## src/rtl/pc_seq_ctrl.sv

```systemverilog
// Fetch-stage next-PC controller: boot, sequential, JAL, EX redirect and JALR wait sequencing.
// Optional feature macro: MISALIGN_TRAP_EN (misaligned redirect targets vector to TRAP_VEC).
module pc_seq_ctrl #(
    parameter logic [31:0] RESET_PC = 32'h4000_0000,
    parameter logic [31:0] TRAP_VEC = 32'h0000_1000
) (
    input  logic        clk,
    input  logic        rst,
    input  logic        stall,
    input  logic        dec_valid,
    input  logic [31:0] dec_inst,
    input  logic [31:0] dec_pc,
    input  logic [31:0] dec_imm,
    input  logic        ex_redirect,
    input  logic        ex_is_jalr,
    input  logic [31:0] ex_target,
    output logic [31:0] pc_fetch,
    output logic        fetch_valid,
    output logic        flush_dec,
    output logic        flush_ex,
    output logic [1:0]  pc_add_sel,
    output logic        trap
);

    localparam logic [6:0] OPC_JAL  = 7'b1101111;
    localparam logic [6:0] OPC_JALR = 7'b1100111;

    localparam logic [1:0] SEL_PC4    = 2'b00;
    localparam logic [1:0] SEL_PC_IMM = 2'b01;
    localparam logic [1:0] SEL_RS1    = 2'b11;
`ifdef MISALIGN_TRAP_EN
    localparam logic [1:0] SEL_TRAP   = 2'b10;
`endif

    typedef enum logic [1:0] {
        S_BOOT      = 2'd0,
        S_RUN       = 2'd1,
        S_JALR_WAIT = 2'd2
    } state_e;

    state_e      state_q, state_d;
    logic [31:0] pc_q, pc_d;
    logic [1:0]  pc_add_sel_q, pc_add_sel_d;
    logic        fetch_valid_q, fetch_valid_d;
    logic        trap_q, trap_d;

    logic        jal_hit, jalr_hit;
    logic [31:0] jal_tgt;
    logic        load_en;
    logic [31:0] load_tgt;
    logic [1:0]  load_sel;

    assign jal_hit  = dec_valid && (dec_inst[6:0] == OPC_JAL);
    assign jalr_hit = dec_valid && (dec_inst[6:0] == OPC_JALR);
    assign jal_tgt  = dec_pc + dec_imm;

    // Next-state, next-PC and stage-flush decode
    always_comb begin
        state_d      = state_q;
        pc_d         = pc_q;
        pc_add_sel_d = pc_add_sel_q;
        trap_d       = 1'b0;
        flush_dec    = 1'b0;
        flush_ex     = 1'b0;
        load_en      = 1'b0;
        load_tgt     = 32'h0;
        load_sel     = SEL_PC4;

        case (state_q)
            S_BOOT: begin
                state_d = S_RUN;
            end
            S_RUN: begin
                if (!stall) begin
                    if (ex_redirect) begin
                        flush_dec = 1'b1;
                        flush_ex  = 1'b1;
                        load_en   = 1'b1;
                        load_tgt  = ex_target;
                        load_sel  = ex_is_jalr ? SEL_RS1 : SEL_PC_IMM;
                    end else if (jal_hit) begin
                        flush_dec = 1'b1;
                        load_en   = 1'b1;
                        load_tgt  = jal_tgt;
                        load_sel  = SEL_PC_IMM;
                    end else if (jalr_hit) begin
                        flush_dec = 1'b1;
                        state_d   = S_JALR_WAIT;
                    end else begin
                        pc_d         = pc_q + 32'd4;
                        pc_add_sel_d = SEL_PC4;
                    end
                end
            end
            S_JALR_WAIT: begin
                // Any EX redirect here is the JALR resolving, whatever ex_is_jalr says
                if (!stall) begin
                    flush_dec = 1'b1;
                    if (ex_redirect) begin
                        load_en  = 1'b1;
                        load_tgt = ex_target;
                        load_sel = SEL_RS1;
                        state_d  = S_RUN;
                    end
                end
            end
            default: begin
                state_d = S_BOOT;
            end
        endcase

        if (load_en) begin
`ifdef MISALIGN_TRAP_EN
            if (load_tgt[1:0] != 2'b00) begin
                pc_d         = TRAP_VEC;
                pc_add_sel_d = SEL_TRAP;
                trap_d       = 1'b1;
            end else begin
                pc_d         = load_tgt;
                pc_add_sel_d = load_sel;
            end
`else
            pc_d         = {load_tgt[31:2], 2'b00};
            pc_add_sel_d = load_sel;
`endif
        end

        fetch_valid_d = (state_d == S_RUN);
    end

    always_ff @(posedge clk) begin
        if (rst) begin
            state_q       <= S_BOOT;
            pc_q          <= RESET_PC;
            pc_add_sel_q  <= SEL_PC4;
            fetch_valid_q <= 1'b0;
            trap_q        <= 1'b0;
        end else begin
            state_q       <= state_d;
            pc_q          <= pc_d;
            pc_add_sel_q  <= pc_add_sel_d;
            fetch_valid_q <= fetch_valid_d;
            trap_q        <= trap_d;
        end
    end

    assign pc_fetch    = pc_q;
    assign fetch_valid = fetch_valid_q;
    assign pc_add_sel  = pc_add_sel_q;
    assign trap        = trap_q;

    // Upper opcode bits and the trap vector are not needed in every build
    logic unused_ok;
    assign unused_ok = ^{dec_inst[31:7], TRAP_VEC, load_tgt[1:0]};

endmodule

```

## config.mk

```make
export PLATFORM = sky130hd
export DESIGN_NAME = pc_seq_ctrl
export DESIGN_NICKNAME = d
export VERILOG_FILES = /design/src/rtl/pc_seq_ctrl.sv
export SDC_FILE = /design/constraint.sdc
export NUM_CORES = 1
export LEC_CHECK = 0
export ABC_AREA = 1
export BUFFER_PORTS_ARGS = -buffer_cell sky130_fd_sc_hd__buf_2
export CELL_PAD_IN_SITES_DETAIL_PLACEMENT = 0
export CELL_PAD_IN_SITES_GLOBAL_PLACEMENT = 1
export CORE_ASPECT_RATIO = 1.25
export CORE_MARGIN = 4
export CORE_UTILIZATION = 31
export CTS_CLUSTER_SIZE = 8
export DETAILED_ROUTE_END_ITERATION = 8
export MAX_ROUTING_LAYER = met4
export PLACE_DENSITY_LB_ADDON = 0.1
export SLEW_MARGIN = 40
export SYNTH_ARGS = -nofsm -noshare
export SYNTH_HDL_FRONTEND = slang
export SYNTH_SLANG_ARGS = --single-unit
```

## constraint.sdc

```tcl
create_clock -name clk -period 2 [get_ports clk]
set_input_delay 0.6 -clock clk [delete_from_list [all_inputs] [get_ports clk]]
set_output_delay 0.6 -clock clk [all_outputs]
set_load 0.005 [all_outputs]
```

==> reports/results.ini <==
[run_status]
status=completed

[setup_path]
worstPathArrival_ns=1.39
required_ns=1.40
r2r_start=state_q[0]
rr_worst_depth=10
cp_cell_sequence=buf_8, inv_2, nand2_1, nor2_1, nand3_2, nand3_2, a21oi_2, nor3_1, buf_2
endpoint_kind=output port
r2r_slack_ns=0.17
critPathMaxFanout=2
startpoint_type=input port
critPathKind=input port to output port
crit_top_cell=nand3_2
cp-endpoint=flush_dec
startpoint=dec_inst[3]
r2r_end=pc_fetch[26]
slowest_stage=buf_2
critical_path.max_stage_delay_ns=0.14

[clocking]
cts_tree=done
clock_sinks=35
h-tree-depth=2
insertion_delay_ns=0.28
cts_buffers=5
clk_pin_slew_worst_paths_ns=0.05
clockBufferDepth=2
cts-root-buf=clkbuf_16

[synth]
synthArstFlopShare_pct=0
ys_top_cells_by_area=nand2_1 24%, dfxtp_1 13%, inv_1 11%, ha_1 8.4%, a21oi_1 7.2%
yosysUniqueCellTypes=43
syn_area_mm2=0.00522
netlist_top_cells_count=336 x nand2_1, 147 x inv_1, 75 x a21oi_1, 66 x nand3_1, 61 x nor2_1
synth_seq_area_share_pct=13.4
ys_warn_count=0
synth_edf_count=0
postSynthCellCount=953
yosysMostFrequentCell=nand2_1
synth_top_area_cell=nand2_1
avgSynthCellArea_um2=5.48
synth-main-ff-cell=dfxtp_1
synth.ff_latch_count=35
synth_top_area_share_pct=24.2

[placed_design]
pre_cts_slack_ns=-0.425
place_congestion=0.921
io_buffers=141
hpwl_um=16600

[layout]
nets=1362
drive_above_1_share_pct=38.9
area_delta_synth_final_pct=53.7
finish.utilization_pct=49.1
n_fill_cell=1809
antennaDiodeCount=0

[run]
drv_cap=0

[global_route]
track_usage_pct=21.0
grt_max_degree=30
antenna_found_initial=0
grt_overflow=0
grt_pass1_wl_um=31300
grt_pass1_vias=6526

[routing]
drt_iter0_drc=339
routed_wl_um=20100
vias_per_cell=4.70
wl_per_cell_um=14.2
drc=0
ant_nets=0
vias=6634
dr.pass1.iters=7

[sta]
fmax_mhz=502
final.period_utilization_pct=99.5
hold_viol=0
rsz0062_at_grt=yes
layout_min_cycle_time_ns=1.99
fin_ws_ns=0.00988
fin_skew_ns=0.00545
setup_viol=0
drv_slew=0

[floorplanning]
core_area_mm2=0.0163
initial_core_util_pct=32.0
die_w_um=124
fp.dieH_um=153
io_pins=172
die_area_mm2=0.0190
row_count=52

[power_and_ir_drop]
p_per_area_mw_per_mm2=384
leakagePower_nw=4.10
peakVddDrop_uv=363

[min_path]
hp-class=flop to flop

==> logic make-up after synthesis <==
kind of cell,after synthesis,synth area share (%)
fa+ha+maj,35,8.39
compound gates,147,14.7
flops,35,13.4
other cells,1,0.0719
xor+xnor,19,3.19
simple gates,538,46.6
buf+inv,178,13.6
==> report_power, final <==
part	switching [mW]	internal (mW)	total, mW
Clock	0.303	0.461	0.764
Sequential	0.0577	0.741	0.798
Combinational	0.817	0.704	1.52
==> worst max-delay path: cells and delay by family <==
kind	cells	cell delay (ns)
and+or+nand+nor	5	0.45
AOI/OAI and AO/OA	1	0.05
buffers and inverters	3	0.29
==> flip-flops by register name, summed over array words and instances, names as in the netlist <==
name,flops
pc_fetch,30
pc_add_sel,2
state_q,2
fetch_valid,1
==> layer usage <==
layer  GRT usage, %  up-vias  routed length [um]
met5              -        -                   0
met4           2.77        0                 176
met3           1.63       12                 633
met2           38.5      121               10700
met1           25.3     3006                8570
li1               -     3495                   -
==> final cells by class <==
| type | instances | area, um2 | share of cell area (%) |
|---|---|---|---|
| clock inverter | 1 | 5.00 | 0.0624 |
| timing repair buffer | 250 | 1630 | 20.3 |
| inverter | 159 | 602 | 7.50 |
| multi-input combinational | 742 | 4680 | 58.3 |
| sequential | 35 | 708 | 8.83 |
| tap | 216 | 270 | 3.37 |
| clock buffer | 7 | 133 | 1.65 |
==> stage by stage <==
step	std cells	hold slack (ns)	total power, mW	setup TNS (ns)	cell area, um2
final	1410	0.466	3.08	0	8020
after global routing	1410	0.494	3.32	-0.234	8020
after CTS	1404	0.463	2.90	-0.0397	7380
after detailed placement	1394	0.454	2.04	-9.27	6950
after global placement	1394	0.449	2.04	-8.93	6950
after floorplan	955	0.450	1.48	0	5260
==> how the worst min path moves through the flow <==
stage	cells after the start	startpoint	to	slack [ns]
global route	2	pc_add_sel[0]	pc_add_sel[0]	0.49
CTS	2	pc_add_sel[0]	pc_add_sel[0]	0.46
global placement	2	pc_add_sel[0]	pc_add_sel[0]	0.45
floorplan	2	pc_add_sel[0]	pc_add_sel[0]	0.45
detailed placement	2	pc_add_sel[0]	pc_add_sel[0]	0.45
finish	2	pc_add_sel[0]	pc_add_sel[0]	0.47
==> cells in the final DEF (no fill, tap or decap), types with 6 or more instances in the layout <==
master	n
buf_12	6
nand3_2	20
nor2_4	15
nor3_2	12
ha_1	6
buf_4	102
a21oi_1	59
nor3_1	9
nand3b_1	8
inv_1	139
nand3_1	47
buf_2	138
xor2_1	15
o21ai_0	47
o21ai_1	9
nand2_4	13
dfxtp_1	31
nor2_1	41
a21oi_2	13
inv_2	18
nand2_2	47
ha_4	28
nor2_2	15
nand4_1	8
nand2_1	282
==> timing repair <==
item,CTS,global route
setup endpoints to repair,24,30
resized for setup,49,150
pin swaps,6,37
hold buffers,0,0
setup buffers,2,6
(Power assumes the default switching activity.)
